`src/rtl/rfphoenix_vec_wb_pkg.sv`:
```
// Shared types for the vector write-back buffer: lane count, register
// specifier, vector value and the buffered entry payload.
package rfPhoenixPkg;

    localparam int unsigned NLANES = 4;
    localparam int unsigned LANE_W = 32;
    localparam int unsigned REG_W  = 6;

    typedef logic [REG_W-1:0] Regspec;
    typedef logic [NLANES-1:0][LANE_W-1:0] VecValue;

    typedef struct packed {
        Regspec              tgt;
        logic [NLANES-1:0]   mask;
        VecValue             value;
    } WbEntry;

endpackage

```
`src/rtl/rfphoenix_wb_fwd_lane.sv`:
```
// Per-lane youngest-match selector: candidates arrive ordered oldest (index 0)
// to youngest, so the last asserted candidate wins.
module rfphoenix_wb_fwd_lane
    import rfPhoenixPkg::*;
#(
    parameter int unsigned DEPTH = 4
) (
    input  logic [DEPTH-1:0]             cand,
    input  logic [DEPTH-1:0][LANE_W-1:0] vals,
    output logic                         hit,
    output logic [LANE_W-1:0]            dat
);

    always_comb begin
        hit = 1'b0;
        dat = '0;
        for (int k = 0; k < DEPTH; k++) begin
            if (cand[k]) begin
                hit = 1'b1;
                dat = vals[k];
            end
        end
    end

endmodule

```
`src/rtl/rfphoenix_vec_wb.sv`:
```
// Vector ALU write-back buffer: circular FIFO in front of the vector register
// file, with per-lane forwarding of the youngest buffered result.
module rfphoenix_vec_wb
    import rfPhoenixPkg::*;
#(
    parameter int unsigned DEPTH = 4
) (
    input  logic                     clk,
    input  logic                     rst,
    input  logic                     flush,
    input  logic                     in_valid,
    output logic                     in_ready,
    input  Regspec                   in_tgt,
    input  logic [NLANES-1:0]        in_mask,
    input  VecValue                  in_res,
    output logic                     rf_we,
    input  logic                     rf_ready,
    output Regspec                   rf_tgt,
    output logic [NLANES-1:0]        rf_mask,
    output VecValue                  rf_dat,
    input  Regspec                   fwd_reg,
    output logic [NLANES-1:0]        fwd_hit,
    output VecValue                  fwd_dat,
    output logic [$clog2(DEPTH):0]   count
);

    localparam int unsigned PTR_W = $clog2(DEPTH);
    localparam int unsigned CNT_W = PTR_W + 1;

    WbEntry           mem [DEPTH];
    logic [PTR_W-1:0] rd_ptr;
    logic [PTR_W-1:0] wr_ptr;
    logic             push;
    logic             pop;
    WbEntry           head;

    logic [NLANES-1:0][DEPTH-1:0]             cand;
    logic [NLANES-1:0][DEPTH-1:0][LANE_W-1:0] vals;

    assign in_ready = count < CNT_W'(DEPTH);
    assign rf_we    = count != '0;

    // Null writes (no lanes, or register 0) are consumed without occupying a slot.
    assign push = in_valid && in_ready && (in_mask != '0) && (in_tgt != '0);
    assign pop  = rf_we && rf_ready;

    assign head    = mem[rd_ptr];
    assign rf_tgt  = head.tgt;
    assign rf_mask = head.mask;
    assign rf_dat  = head.value;

    always_ff @(posedge clk or posedge rst) begin
        if (rst) begin
            rd_ptr <= '0;
            wr_ptr <= '0;
            count  <= '0;
        end else if (flush) begin
            rd_ptr <= '0;
            wr_ptr <= '0;
            count  <= '0;
        end else begin
            if (push) wr_ptr <= wr_ptr + PTR_W'(1);
            if (pop)  rd_ptr <= rd_ptr + PTR_W'(1);
            count <= count + CNT_W'(push) - CNT_W'(pop);
        end
    end

    // Storage is not reset; occupancy alone decides which slots are meaningful.
    always_ff @(posedge clk) begin
        if (push && !flush) begin
            mem[wr_ptr] <= '{tgt: in_tgt, mask: in_mask, value: in_res};
        end
    end

    // Present the valid slots to the lane selectors in age order, oldest first.
    always_comb begin
        logic [PTR_W-1:0] slot;
        logic             match;
        cand  = '0;
        vals  = '0;
        slot  = '0;
        match = 1'b0;
        for (int k = 0; k < DEPTH; k++) begin
            slot  = rd_ptr + PTR_W'(k);
            match = (CNT_W'(k) < count) && (fwd_reg != '0) && (mem[slot].tgt == fwd_reg);
            for (int l = 0; l < NLANES; l++) begin
                cand[l][k] = match && mem[slot].mask[l];
                vals[l][k] = mem[slot].value[l];
            end
        end
    end

    for (genvar l = 0; l < NLANES; l++) begin : g_lane
        rfphoenix_wb_fwd_lane #(
            .DEPTH (DEPTH)
        ) u_lane (
            .cand (cand[l]),
            .vals (vals[l]),
            .hit  (fwd_hit[l]),
            .dat  (fwd_dat[l])
        );
    end

endmodule

```
`config.mk`:
```
export PLATFORM = sky130hd
export DESIGN_NAME = rfphoenix_vec_wb
export DESIGN_NICKNAME = d
export VERILOG_FILES = /design/src/rtl/rfphoenix_vec_wb_pkg.sv /design/src/rtl/rfphoenix_wb_fwd_lane.sv /design/src/rtl/rfphoenix_vec_wb.sv
export SDC_FILE = /design/constraint.sdc
export NUM_CORES = 1
export LEC_CHECK = 0
export BUFFER_PORTS_ARGS = -buffer_cell sky130_fd_sc_hd__buf_4
export CAP_MARGIN = 20
export CELL_PAD_IN_SITES_DETAIL_PLACEMENT = 0
export CELL_PAD_IN_SITES_GLOBAL_PLACEMENT = 1
export CORE_MARGIN = 5
export CORE_UTILIZATION = 52
export DETAILED_ROUTE_END_ITERATION = 6
export GPL_TIMING_DRIVEN = 0
export PLACE_DENSITY = 0.88
export SYNTH_ARGS = -nofsm -noshare
export SYNTH_HDL_FRONTEND = slang
export SYNTH_SLANG_ARGS = --single-unit
```
`constraint.sdc`:
```
create_clock -name clk -period 9.3 [get_ports clk]
set_clock_uncertainty 0.2 [all_clocks]
set_input_delay 1.86 -clock clk [delete_from_list [all_inputs] [get_ports clk]]
set_output_delay 1.86 -clock clk [all_outputs]
set_load 0.05 [all_outputs]
```
# [Word level (Yosys, flattened, before mapping)]
# Memories as Yosys holds them, arrays and structs flattened.
# Index checks and enable logic that the tools add are counted.
[word_totals] in_bits=149 out_inout_bits=275 n_memories=1 ramBits=552 register_bits=7
[op_classes] eq_ne=4 n_addsub=6 n_lt_le_gt_ge=5 reduce_logical=36 muxes=39
[memory_table] memory="mem" words=4 width=138 rd=4 rd_ports_with_merged_regs=0 wr=1 line="rfphoenix_vec_wb.sv:30" source="WbEntry mem [DEPTH];"
[ops] op="$mux 32" n=16
[ops] op="$logic_and 1x1->1" n=29
[ops] op="$eq 6x6->1" n=4
[ops] op="$mux 1" n=18
[ops] op="$reduce_bool 6->1" n=2
[ops] op="$mux 2" n=4
[ops] op="$lt 1x3->1 const A" n=2
[ops] op="$lt 2x3->1 const A" n=2
[ops] op="$add 2x1->2 const B" n=2
[ops] op="$add 2x2->2 const B" n=2
[ops] op="$reduce_bool 2->1" n=2
[ops] op="$reduce_bool 4->1" n=1
[ops] op="$add 3x1->3" n=1
[ops] op="$lt 3x3->1 const B" n=1
[ops] op="$mux 3" n=1
[ops] op="$reduce_bool 3->1" n=1
[ops] op="$sub 3x1->3" n=1
[ops] op="$logic_not 1->1" n=1

# [Longest topological paths before layout]
[depth] word_depth=8 depth_mapped=13 ltp_nobuf=11

# [Modules after synthesis]
# A second synthesis with hierarchy kept.
[unflattened] hier_cells=2011 hier_area_um2=34623.2
[modules_own_cells] mod="rfphoenix_vec_wb" n_inst=1 area_each_um2=31435.1 seq_area_each_um2=16751.1 cells_each=1527
[modules_own_cells] mod="rfphoenix_wb_fwd_lane" n_inst=4 area_each_um2=797.0 seq_area_each_um2=0.0 cells_each=121

# [Worst setup path after synthesis]
# No wires, ideal clock.
[synth_path] path_type="input-to-output" start="input fwd_reg[2]" end="output fwd_dat[33] (netlist bit)" setup_slack_ns=2.343 arrival_ns=4.897 path_stages=11 path_cell_list="clkbuf_1 > nor4_1 > a21oi_1 > mux2_2 > o2111a_1 > o211a_1 > buf_2 > nor2_1 > buf_2 > a221oi_1 > a221oi_1"
[synth_rtl] element="start: declaration" line="rfphoenix_vec_wb.sv:21" source="input Regspec fwd_reg,"
[synth_rtl] element="end: declaration" line="rfphoenix_vec_wb.sv:23" source="output VecValue fwd_dat,"

==> results.cfg <==
[drt]
route.detailed.drc = 0
wirelength_mm = 105
ant_nets = 0
wl_per_cell_um = 30.5
drt-initial-drc-count = 2978
vias_per_cell = 7.06
num_vias = 24197
dr.pass1.iters = 6

[global_route]
grt_overflow_total = 0
grt_pass1_wl_mm = 152
antenna_found_initial = 12
grt_pass1_vias = 24066
grt_use_total_pct = 31.0
grt_max_degree = 48

[outcome]
status = finished, final reports clean

[finish]
final_layout_size_suffix_gt1_share_pct = 34.8
register_area_um2 = 16800
finish.utilization_pct = 63.6
n_fill_cell = 4264
final_nets = 2759
syn2layout_area_growth_pct = 21.2
multiInputGateArea_um2 = 13100

[clock_network]
tritoncts = built
hold_buffers = 0
clk_path_buf_depth = 3
cts_root_buffer = clkbuf_16
clk_latency_ps = 630
clk_pin_slew_ps = 60
postCtsSetupBuffers = 0
h-tree-depth = 2
cts.sinks = 559
cts_resized = 0
cts_made_buffers = 58

[worst_setup_path]
worstReg2RegStart = rd_ptr[0]
path_class = input pin to output port
critical_path_arrival_ps = 5690
cp-end-kind = output port
path_max_fanout = 10
critPathRequiredTime_ps = 7240
startpoint_type = input pin
critical_path.startpoint = fwd_reg[2]

[floorplanning]
rows = 89
num_io_pins = 424
die-area_um2 = 64400
dieHeight_um = 254
initial_utilization_pct = 52.5
die_w_um = 254
core_area_um2 = 58900

[power_and_ir_drop]
swShare_pct = 38.0
p_seq_share_pct = 31.7
ir_worst_vdd_mv = 0.220
comb_power_share_pct = 41.1
fin_total_pwr_mw = 9.41
power.leakage_nw = 12.4
powerDensity_nw_per_um2 = 251
p_clk_share_pct = 27.2
switchingPower_mw = 3.57
p_int_mw = 5.83

[timing]
finalCriticalPeriod_ps = 7750
fmax_mhz = 129
hold_viol = 0
post-route-period-util_pct = 83.3
slew_violations = 0
fin_ws_ps = 1550
maxSlewHeadroom_pct = 27.8
setup_violations = 0
rsz0062_at_grt = false
worst_slew_pin_slew_ps = 1080

[synth]
ys_warn_count = 0
synthFlopType = edfxtp_1
synthTopCellsByArea = edfxtp_1, mux4_2, mux2i_1, a221oi_1, o221ai_1
async_flop_share_pct = 1.25
ys_types = 65
synth_top_cell_by_area = edfxtp_1
yosysMostFrequentCell = edfxtp_1
netlist.area_leader.share_pct = 53.6
synth-edff-count = 552
ys_ff_latch = 559
synthTopCellsByCount = edfxtp_1, mux2i_1, mux4_2, a21oi_1, a221oi_1
synth_area_um2 = 30900
synthCells = 2113
synth.avg_cell_area_um2 = 14.6
syn_nets = 2271
yosysSeqAreaShare_pct = 54.2

[placement]
gp_congestion = 0.898
place_ws_ps = 1720
portBuffers = 416
hpwlAfterDp_mm = 72.9

[worst_hold_path]
hold_path_class = flop to flop
hp-start = wr_ptr[1]

[run]
cap_violations = 0
==> area by class of cell <==
class	count	share of cell area [%]
Timing Repair Buffer	428	9.22
Sequential cell	559	44.7
Multi-Input combinational cell	1329	35.1
Clock buffer	68	4.08
Tap cell	773	2.58
Antenna cell	8	0.0534
Clock inverter	39	1.53
Buffer	211	2.63
Inverter	14	0.140
==> through the flow <==
| step | area (um2) | hold WS, ps | TNS, ps | instances |
|---|---|---|---|---|
| finish | 37500 | 377 | 0 | 3429 |
| global route | 37400 | 423 | 0 | 3423 |
| CTS | 37400 | 381 | 0 | 3421 |
| detailed placement | 35300 | 374 | 0 | 3314 |
| global placement | 35000 | 356 | -160230 | 3302 |
| floorplan | 30900 | 343 | 0 | 2113 |
==> sequential cells by signal, indices dropped and copies added, names as in the netlist <==
| signal | count |
|---|---|
| count | 3 |
| rd_ptr | 2 |
| wr_ptr | 2 |
| mem | 552 |
==> final timing paths <==
check	slack, ps	depth (start not counted)	to
max in group asynchronous	7710	2	rd_ptr[1]
worst max-delay path	1550	10	fwd_dat[54]
worst min register to register	380	2	wr_ptr[1]
worst max register to register	5280	11	rd_ptr[1]
min in group asynchronous	960	2	wr_ptr[1]
worst min-delay path	380	2	wr_ptr[1]
==> critical path: stages <==
cell and delay (ps):
clkbuf_1 410, nor4_1 170, and2_1 250, a211oi_4 350, o221ai_2 260, o22ai_1 830, clkbuf_1 580, a221oi_1 150
a221oi_1 500, buf_4 310
==> cells by family (layout without fill, tap and decap cells) <==
| kind of cell | count (synthesis) | after routing | synth area share, % |
|---|---|---|---|
| DFF | 559 | 559 | 54.2 |
| AOI/OAI and AO/OA | 508 | 508 | 12.8 |
| muxes | 485 | 485 | 23.8 |
| and+or+nand+nor | 298 | 298 | 4.68 |
| buffers and inverters | 225 | 760 | 3.35 |
| xor gates and xnor gates | 29 | 29 | 0.822 |
| adders and majority gates | 9 | 9 | 0.389 |
| other | 0 | 8 | 0 |
==> metal layers <==
layer  GRT usage [%]  vias up  part of all wire (%)
li1                -     9921                     -
met1            40.3    12167                    35
met2            51.6     1779                    48
met3            7.13      322                    12
met4            11.6        8                   4.5
met5               0        -                 0.055
==> layout by cell type, fill, tap and decap left out, types with 84 or more instances in the layout <==
| cell type | instances |
|---|---|
| edfxtp_1 | 552 |
| buf_4 | 430 |
| mux2i_1 | 240 |
| mux4_2 | 194 |
| a21oi_1 | 114 |
| a221oi_1 | 109 |
| clkbuf_1 | 102 |
| buf_2 | 86 |
| nor2_1 | 84 |
==> power by group through the flow <==
stage	Sequential, mW	Clock [mW]	Combinational (mW)
after detailed placement	3.03	0	3.83
after global placement	3.06	0	3.76
after CTS	2.98	2.57	3.85
after global routing	2.99	2.68	4.03
final	2.98	2.56	3.87
after floorplan	3.04	0	2.68
(Power assumes the default switching activity.)
